<file path="src/rtl/uart_rx.sv">
// uart_rx: 8N1 serial receiver with 2-flop synchronizer, framing-error pulse and sticky overrun.
// Optional build macro UART_RX_MAJORITY_EN: 2-of-3 majority vote at every sample point.
module uart_rx #(
   parameter int CLKS_PER_BIT = 10416,
   parameter int HALF_BIT     = CLKS_PER_BIT / 2
) (
   input  logic       clk,
   input  logic       reset,
   input  logic       rxd,
   output logic [7:0] dout,
   output logic       dout_valid,
   input  logic       dout_ack,
   output logic       frame_err,
   output logic       overrun
);

   typedef enum logic [2:0] {IDLE, START, DATA, STOP, BREAK} state_t;

   // Last counter value of each phase: the decision point. The voted build decides one cycle
   // later so that its centre vote lines up with the single-sample point.
`ifdef UART_RX_MAJORITY_EN
   localparam logic [13:0] START_LAST = 14'(HALF_BIT - 2);
`else
   localparam logic [13:0] START_LAST = 14'(HALF_BIT - 3);
`endif
   localparam logic [13:0] BIT_LAST = 14'(CLKS_PER_BIT - 1);

   state_t      state, state_n;
   logic        sync1, rxd_s, rxd_prev;
   logic [1:0]  sync_fill;
   logic [13:0] cnt, phase_last;
   logic [2:0]  bit_idx;
   logic [7:0]  shreg;
   logic        deliver;
   logic        sample, at_last, start_fall;
   logic        cnt_clr, shift_en, good_stop, bad_stop;

   assign phase_last = (state == START) ? START_LAST : BIT_LAST;
   assign at_last    = (cnt == phase_last);
   // rxd_prev only tracks the line once the synchronizer holds real samples, so a line
   // held low across reset never looks like a fresh start edge.
   assign start_fall = !rxd_s && rxd_prev;

`ifdef UART_RX_MAJORITY_EN
   logic [1:0] vote;

   always_ff @(posedge clk) begin
      if (reset) begin
         vote <= 2'b11;
      end else begin
         if (cnt == phase_last - 14'd2) vote[1] <= rxd_s;
         if (cnt == phase_last - 14'd1) vote[0] <= rxd_s;
      end
   end

   assign sample = (vote[1] & vote[0]) | (vote[1] & rxd_s) | (vote[0] & rxd_s);
`else
   assign sample = rxd_s;
`endif

   // NOTE: every output of a combinational block gets a default first; a path that skips
   // an assignment would otherwise infer a latch.
   always_comb begin
      state_n   = state;
      cnt_clr   = 1'b0;
      shift_en  = 1'b0;
      good_stop = 1'b0;
      bad_stop  = 1'b0;
      case (state)
         IDLE:  if (start_fall) begin
                   state_n = START;
                   cnt_clr = 1'b1;
                end
         START: if (at_last) begin
                   cnt_clr = 1'b1;
                   state_n = sample ? IDLE : DATA;
                end
         DATA:  if (at_last) begin
                   cnt_clr  = 1'b1;
                   shift_en = 1'b1;
                   if (bit_idx == 3'd7) state_n = STOP;
                end
         STOP:  if (at_last) begin
                   cnt_clr = 1'b1;
                   if (sample) begin
                      good_stop = 1'b1;
                      state_n   = IDLE;
                   end else begin
                      bad_stop = 1'b1;
                      state_n  = BREAK;
                   end
                end
         BREAK: if (rxd_s) state_n = IDLE;
         default: state_n = IDLE;
      endcase
   end

   // NOTE: sequential state uses non-blocking assignments so every flop samples the
   // pre-edge values regardless of statement order.
   always_ff @(posedge clk) begin
      if (reset) begin
         sync1      <= 1'b1;
         rxd_s      <= 1'b1;
         sync_fill  <= 2'b00;
         rxd_prev   <= 1'b0;
         state      <= IDLE;
         cnt        <= '0;
         bit_idx    <= '0;
         shreg      <= '0;
         deliver    <= 1'b0;
         dout       <= 8'h00;
         dout_valid <= 1'b0;
         frame_err  <= 1'b0;
         overrun    <= 1'b0;
      end else begin
         sync1     <= rxd;
         rxd_s     <= sync1;
         sync_fill <= {sync_fill[0], 1'b1};
         if (sync_fill[1]) rxd_prev <= rxd_s;

         state <= state_n;
         if (cnt_clr || state == IDLE || state == BREAK) cnt <= '0;
         else                                            cnt <= cnt + 14'd1;

         if (state == START)  bit_idx <= '0;
         else if (shift_en)   bit_idx <= bit_idx + 3'd1;
         if (shift_en) shreg <= {sample, shreg[7:1]};

         frame_err <= bad_stop;
         deliver   <= good_stop;

         // An ack in the delivery cycle frees the holding register for the new byte.
         if (deliver) begin
            if (!dout_valid || dout_ack) begin
               dout       <= shreg;
               dout_valid <= 1'b1;
               overrun    <= 1'b0;
            end else begin
               overrun <= 1'b1;
            end
         end else if (dout_ack && dout_valid) begin
            dout_valid <= 1'b0;
            overrun    <= 1'b0;
         end
      end
   end

endmodule

</file>
<file path="config.mk">
export PLATFORM = sky130hd
export DESIGN_NAME = uart_rx
export DESIGN_NICKNAME = d
export VERILOG_FILES = /design/src/rtl/uart_rx.sv
export SDC_FILE = /design/constraint.sdc
export NUM_CORES = 1
export LEC_CHECK = 0
export BUFFER_PORTS_ARGS = -buffer_cell sky130_fd_sc_hd__clkbuf_2
export CORE_ASPECT_RATIO = 1.5
export CORE_UTILIZATION = 55
export DETAILED_ROUTE_END_ITERATION = 12
export MAX_ROUTING_LAYER = met4
export PLACE_DENSITY = 0.76
export SKIP_LAST_GASP = 1
export SLEW_MARGIN = 20
export SYNTH_ARGS = -nofsm -noshare
export SYNTH_HDL_FRONTEND = slang
export SYNTH_SLANG_ARGS = --single-unit
</file>
<file path="constraint.sdc">
create_clock -name clk -period 4.2 [get_ports clk]
set_input_delay 0.21 -clock clk [delete_from_list [all_inputs] [get_ports clk]]
set_output_delay 0.21 -clock clk [all_outputs]
set_load 0.01 [all_outputs]
</file>
# After elaboration in Yosys (flattened, before gate mapping)
# Cells that the tools add are included.
[op_classes]
n_eq_ne = 13
n_addsub = 2
bitwise = 2
n_mux = 22
reduce_logical = 16
[ops]
columns = ["operator", "count"]
rows = [
  ["$mux W3", 7],
  ["$pmux W3 S5", 1],
  ["$add A14 B1 Y14 const B", 1],
  ["$eq A14 B14 Y1", 1],
  ["$mux W14", 1],
  ["$ne A2 B2 Y1 const B", 6],
  ["$mux W1", 11],
  ["$eq A3 B2 Y1 const B", 2],
  ["$eq A3 B3 Y1 const B", 2],
  ["$reduce_and A6 Y1", 1],
  ["$reduce_or A3 Y1", 2],
  ["$reduce_and A2 Y1", 2],
  ["$reduce_or A2 Y1", 2],
  ["$add A3 B1 Y3 const B", 1],
  ["$eq A3 B1 Y1 const B", 1],
  ["$logic_not A3 Y1", 1],
  ["$logic_or A1 B1 Y1", 3],
  ["$logic_and A1 B1 Y1", 2],
  ["$logic_not A1 Y1", 2],
  ["$mux W2", 1],
  ["$ne A2 B1 Y1 const B", 1],
  ["$not A1 Y1", 2],
  ["$pmux W1 S2", 1],
  ["$reduce_bool A2 Y1", 1],
]
[word_totals]
register_bits = 45
word_cells = 69
in_bits = 4
out_inout_bits = 11

# Depth between registers and ports, before layout
# Gate-level depths: netlist of the first run.
[logic_depth]
ltp_word = 8
depth_mapped = 6
depth_no_buf = 6

# Least setup slack after synthesis of the first run
# No wires, ideal clock.
[synth_path]
path_kind = "register -> register"
startpoint = "reg cnt[4]"
endpoint = "reg cnt[13]"
setup_ps = 80
synth_period_minus_slack_ps = 1544
required_ps = 4120
slack_ps = 2656
path_buffers = 0
arrival_ps = 1463
path_stages_with_launch = 5
cell_sequence = "dfxtp_1 > nand4_2 > or3_1 > or3_1 > a211oi_2"
[synth_via]
elab_chain_len = 6
word_cells_on_any_way = 7
classes_between = "add/sub (1); eq/ne (1); mux (2); reduce/logical (3)"
[synth_rtl]
columns = ["item", "line_no", "source"]
rows = [
  ["start: declaration", "31", "logic [13:0] cnt, phase_last;"],
  ["start signal: assignment", "123", "else cnt <= cnt + 14'd1;"],
  ["$eq A14 B14 Y1", "39", "assign at_last = (cnt == phase_last);"],
  ["$mux W1", "74, 78, 83", ""],
  ["$pmux W1 S2", "69", "case (state)"],
  ["$logic_or A1 B1 Y1 (2 in series)", "122", "if (cnt_clr || state == IDLE || state == BREAK) cnt <= '0;"],
  ["$reduce_or A2 Y1 (no source line)", "-", ""],
]
# Parallel ways exist; a longest one is shown, timed or not.
# A chain may end at the register's enable or synchronous reset.

# Final worst setup path of the first run
[layout_path]
startpoint = "reg state[0]"
endpoint = "reg shreg[6]"
[layout_via]
elab_chain_len = 5
word_cells_on_any_way = 6
classes_between = "eq/ne (3); mux (3)"
[layout_rtl]
columns = ["item", "line_no", "source"]
rows = [
  ["start: declaration", "28", "state_t state, state_n;"],
  ["start signal: assignment", "121", "state <= state_n;"],
  ["$eq A3 B1 Y1", "38", "assign phase_last = (state == START) ? START_LAST : BIT_LAST;"],
  ["$mux W14", "38", ""],
  ["$eq A14 B14 Y1", "39", ""],
  ["$mux W1", "78", "DATA: if (at_last) begin"],
  ["$mux W1 *", "69", ""],
  ["end signal: assignment", "127", "if (shift_en) shreg <= {sample, shreg[7:1]};"],
  ["end: declaration", "33", "logic [7:0] shreg;"],
]
# Mark *: on every way between the ends. The rest lies on a longest branch, timed or not.

==> qor.yml, run 1 <==
finish:
  diodes: 0
  layout-area-overhead-vs-synth_pct: 8.98
  n_fill_cell: 286
  finalNonFillerCells: 252
  fin_nets: 219
  drive_gt1_share_pct: 15.6
power_and_ir_drop:
  pwr-share-clk_pct: 37.1
  pwr-share-seq_pct: 60.9
  power.switching_w: 0.000143
  intPower_w: 0.000564
  swShare_pct: 20.2
  p_per_area_mw_per_mm2: 338
  leakagePower_nw: 0.886
  ir_worst_vdd_v: 0.000274
  pwr-share-comb_pct: 1.9
grt:
  grt_pass1_wl_um: 6670
  grtUsageMet1_pct: 23.9
  antenna_found_initial: 0
  overflow: 0
  groute.layer.met3.usage_pct: 5.52
  grt_max_degree: 20
  grt_use_total_pct: 24.7
  grt_pass1_vias: 1500
  met2_usage_pct: 46.5
  busiest_layer: "met2"
critical_path:
  setup.worst_path.end_class: "flip-flop"
  r2r-start: "state[0]"
  crit_required_ns: 4.40
  cp-start-kind: "flip-flop"
  crit_start: "state[0]"
  crit_arrival_ns: 2.19
  crit_path_max_fanout: 11
  critPathKind: "reg2reg"
  rr_endpoint: "shreg[6]"
  regToRegSetupSlack_ns: 2.21
  worstRegToRegCells: 4
logic_synthesis:
  yosysSeqAreaShare_pct: 46.9
  synth_edf_count: 0
  ys_seq_elements: 45
  syn_area_mm2: 0.00192
  synthDistinctLibCells: 43
  async_flop_share_pct: 0
  avgSynthCellArea_um2: 9.71
  synthesis.nets: 205
  syn-instance-count: 198
  synth-main-ff-cell: "dfxtp_1"
  synth-warning-count: 0
detailed_routing:
  drc: 0
  vias: 1456
  ant_nets: 0
  detail_route.iter0.violations: 17
  firstDrtPassIters: 4
  avgViaCountPerCell: 5.78
  wl_um: 3770
  wl_per_cell_um: 15.0
hold_path:
  min_from: "rxd"
  whs_endpoint: "sync1"
  hold_depth: 2
  min_path_type: "in2reg"
placement:
  dp_hpwl_um: 2870
  place.gp.congestion: 0.856
  portBuffers: 14
  post-place-cells: 245
clock_tree:
  postCtsSetupBuffers: 0
  clkTransAtPathRegs_ns: 0.08
  cts_resized: 0
  root_buffer: "clkbuf_8"
  clkLatencyLatePin_ns: 0.29
  cts_sinks: 45
  h-tree-depth: 2
  ctsHoldBuffers: 0
  cts_tree: "done"
  cts_buffer_depth: 2
  numCtsBuffers: 5
die:
  dieArea_mm2: 0.00374
  rows: 25
  io-pin-count: 15
  start_util_pct: 59.1
  die_h_um: 74.4
  fp.dieW_um: 50.3
  core_area_mm2: 0.00325
job:
  maxCapViolCount: 0
sta:
  hold_viol: 0
  fmax_mhz: 503
  tightestPinTransition_ns: 0.819
  rsz0062_at_grt: "no"
  setup_viol_count_final: 0
  report.final.slew_viol_count: 0
  setup-tns-final_ns: 0
  finalWorstPathRequiredPeriod_ns: 1.99
  period_share_pct: 47.4
  skew_ns: 0.00702
  slew_headroom_pct: 45.4
outcome:
  status: "complete, no violations"
area by class of cell:
cell class                      count  area, um^2  share of cell area, %
Timing Repair Buffer               15        77.6                   3.70
Clock buffer                        7        86.3                   4.12
Multi-Input combinational cell    138         953                   45.5
Inverter                            7        26.3                   1.25
Sequential cell                    45         901                   43.0
Tap cell                           40        50.0                   2.39
per-layer routing:
metal / up-vias / share of wire, %
li1: 719 / -
met1: 692 / 38
met2: 32 / 55
met3: 13 / 3.6
met4: 0 / 2.8
met5: - / 0
flip-flops by register name, summed over array words and instances (netlist names):
signal and flops:
sync_fill 2, overrun 1, frame_err 1, rxd_prev 1
rxd_s 1, cnt 14, dout 8, bit_idx 3
deliver 1, dout_valid 1, shreg 8, state 3
sync1 1
synth_stat cells, drive strengths merged (3+ instances only):
| cell type | number | area [um^2] |
|---|---|---|
| nor2 | 21 | 78.8 |
| nor4 | 3 | 33.8 |
| xor2 | 4 | 35.0 |
| nand2 | 23 | 86.3 |
| nand4 | 4 | 31.3 |
| a211oi | 4 | 35.0 |
| nor3 | 11 | 55.1 |
| and4 | 3 | 26.3 |
| nand3 | 4 | 20.0 |
| dfxtp | 45 | 901 |
| ha | 3 | 37.5 |
| o21ai | 4 | 23.8 |
| or3 | 4 | 26.3 |
| mux2i | 21 | 210 |
| xnor2 | 6 | 52.6 |
| clkbuf | 6 | 25.0 |
| inv | 7 | 26.3 |
| nor3b | 3 | 33.8 |
critical path, stage by stage (launching register included):
cell       delay (ns)
dfxtp_1          0.45
nor3b_4          0.34
and4_1           0.34
o2111ai_2        0.44
mux2i_1          0.32
power by group through the flow:
stage	Combinational (W)	Clock [W]	Sequential (W)
3_3_place_gp	0.0000129	0	0.000441
5_1_grt	0.0000156	0.000283	0.000431
2_1_floorplan	0.0000100	0	0.000441
3_5_place_dp	0.0000138	0	0.000441
6_report	0.0000137	0.000263	0.000431
4_1_cts	0.0000139	0.000267	0.000431
cells by family after synthesis:
family          share of synthesized area [%]
xor+xnor                                 4.56
buf+inv                                  3.52
compound gates                           6.90
fa+ha+maj                                1.95
simple gates                             25.3
mux                                      10.9
flops                                    46.9
through the flow:
step                      utilization, %  setup WS [ns]  hold WS (ns)  instance area, um^2  power [W]
after floorplan                        -           2.66         0.314                 1920   0.000451
after global placement              61.7           2.34         0.394                 2010   0.000454
after detailed placement            61.7           2.24         0.401                 2010   0.000455
after CTS                           64.4           2.20         0.106                 2090   0.000712
after global routing                64.4           2.06         0.111                 2090   0.000730
final                               64.4           2.21         0.114                 2090   0.000707
placed cells by master, fill, tap and decap left out, types with 4 or more instances in the layout:
cell type	Yosys	final
xnor2_1	6	6
clkbuf_2	2	14
nor3_1	11	11
dfxtp_1	45	45
nor2_1	21	21
nand3_1	4	4
inv_1	7	7
mux2i_1	21	21
clkbuf_8	0	6
xor2_1	4	4
nand2_1	23	23
how the worst max path moves through the flow:
stage | slack, ns | endpoint
2_1_floorplan | 2.66 | cnt[13]
3_3_place_gp | 2.34 | shreg[3]
3_5_place_dp | 2.24 | shreg[6]
4_1_cts | 2.20 | shreg[6]
5_1_grt | 2.06 | shreg[4]
6_report | 2.21 | shreg[6]
Note: power is estimated with default switching activity, not from simulation.
==> run 2, diff against run 1 <==
CORE_UTILIZATION = 52   (was 55)
PLACE_DENSITY = 0.75   (was 0.76)
clock period = 1.64 ns   (was 4.2 ns; I/O delays follow)
==> qor.yml, run 2 (synthesis gave the netlist of run 1 again) <==
critical_path:
  cp-start-kind: "flip-flop"
  cp-endpoint: "state[2]"
  crit_required_ns: 1.85
  crit_path_max_fanout: 5
  critPathKind: "reg2reg"
  setup.worst_path.end_class: "flip-flop"
  crit_start: "cnt[13]"
  r2r-start: "cnt[13]"
  regToRegSetupSlack_ns: 0.04
  crit_arrival_ns: 1.81
  worstRegToRegCells: 5
  rr_endpoint: "state[2]"
grt:
  overflow: 0
  antenna_found_initial: 0
  grt_use_total_pct: 23.3
  grt_pass1_vias: 1515
  grt_pass1_wl_um: 6670
  met2_usage_pct: 41.0
  busiest_layer: "met2"
  grtUsageMet1_pct: 22.8
  groute.layer.met3.usage_pct: 5.99
  grt_max_degree: 19
sta:
  hold_viol: 0
  report.final.slew_viol_count: 0
  rsz0062_at_grt: "yes"
  tightestPinTransition_ns: 0.414
  finalWorstPathRequiredPeriod_ns: 1.60
  slew_headroom_pct: 72.1
  fmax_mhz: 625
  period_share_pct: 97.5
  setup_viol_count_final: 0
  skew_ns: 0.00414
detailed_routing:
  detail_route.iter0.violations: 52
  vias: 1492
  avgViaCountPerCell: 5.51
  drc: 0
  ant_nets: 0
  firstDrtPassIters: 4
  wl_um: 4020
  wl_per_cell_um: 14.8
die:
  rows: 26
  core_area_mm2: 0.00348
  die_h_um: 76.5
  start_util_pct: 55.2
  io-pin-count: 15
  fp.dieW_um: 51.6
  dieArea_mm2: 0.00395
finish:
  fin_nets: 236
  n_fill_cell: 293
  layout-area-overhead-vs-synth_pct: 20.4
  final_cell_mix: "dfxtp_1, nand2_1, nor2_1, mux2i_1, buf_4"
  reg_top3: "cnt (14), dout (8), shreg (8)"
  final_common_cell: "dfxtp_1"
  drive_gt1_share_pct: 27.5
  multiInputGateArea_mm2: 0.00100
  diodes: 0
  largest_reg_flops: 14
  regArea_um2: 912
  finalNonFillerCells: 271
  largest-register: "cnt"
power_and_ir_drop:
  leakagePower_nw: 0.993
  power_w: 0.00184
  p_per_area_mw_per_mm2: 794
  ir_worst_vdd_v: 0.000981
clock_tree:
  root_buffer: "clkbuf_8"
  clkLatencyLatePin_ns: 0.30
  clkTransAtPathRegs_ns: 0.08
  numCtsBuffers: 5
  cts_buffer_depth: 2
  cts_tree: "done"
  cts_sinks: 45
  h-tree-depth: 2
job:
  maxCapViolCount: 0
outcome:
  status: "complete, no violations"
placement:
  dp_hpwl_um: 2960
  post-place-cells: 261
  portBuffers: 14
  place.gp.congestion: 0.828
hold_path:
  min_path_type: "in2reg"
[run 2: cell count changes in the layout (fill, tap and decap cells not counted), sizes merged]
cell | before | now
buf | 1 | 17
clkbuf | 21 | 20
clkinvlp | 0 | 1
dlygate4sd3 | 0 | 1
[run 2: worst max-delay path: stages (launching register included)]
cell and delay, ns:
dfxtp_1 0.46, nand4bb_4 0.15, nor4_4 0.37, buf_4 0.18, o2111ai_1 0.12, a211oi_1 0.24
[run 2: power by group]
group	switching (W)	total [W]	internal (W)
Sequential	0.00000323	0.00110	0.00110
Combinational	0.0000263	0.0000440	0.0000177
Clock	0.000359	0.000692	0.000333
Total	0.000388	0.00184	0.00145
[run 2: how the worst min path moves through the flow]
stage	endpoint	cells past startpoint	startpoint	slack [ns]
2_1_floorplan	sync1	1	rxd	0.19
3_3_place_gp	sync1	2	rxd	0.28
3_5_place_dp	sync1	2	rxd	0.28
4_1_cts	sync_fill[0]	2	reset	0.13
5_1_grt	sync_fill[0]	2	reset	0.14
6_report	sync_fill[0]	2	reset	0.14
[run 2: metal layers]
layer / wire length [um] / share of wire (%)
met5: 0 / 0
met2: 2230 / 56
met3: 93 / 2.3
met4: 64 / 1.6
met1: 1620 / 40
[run 2: area by class of cell]
type,instances,share of cell area [%]
clock buffers,6,3.57
clock inverters,1,0.324
inverters,7,1.14
multi-input cells,138,43.2
flip-flops and latches,45,39.4
well taps,42,2.27
repair buffers,32,10.1
[run 2: stage by stage]
step	TNS (ns)	setup slack (ns)	area, um^2	hold slack, ns	utilization [%]
2_1_floorplan	0	0.0965	1920	0.186	-
4_1_cts	0	0.00817	2240	0.133	64.4
3_3_place_gp	0	0.0577	2140	0.276	61.5
3_5_place_dp	0	0.00808	2140	0.279	61.5
6_report	0	0.0410	2310	0.141	66.5
5_1_grt	-0.412	-0.0652	2310	0.143	66.5
[run 2: timing repair]
item                                   in CTS  in global routing
setup endpoints to repair                   8                 18
hold buffers                                1                  0
gates resized for setup                     1                 15
setup buffers                               0                  2
endpoints found under the hold margin       1                  0
pin swaps                                   1                  6
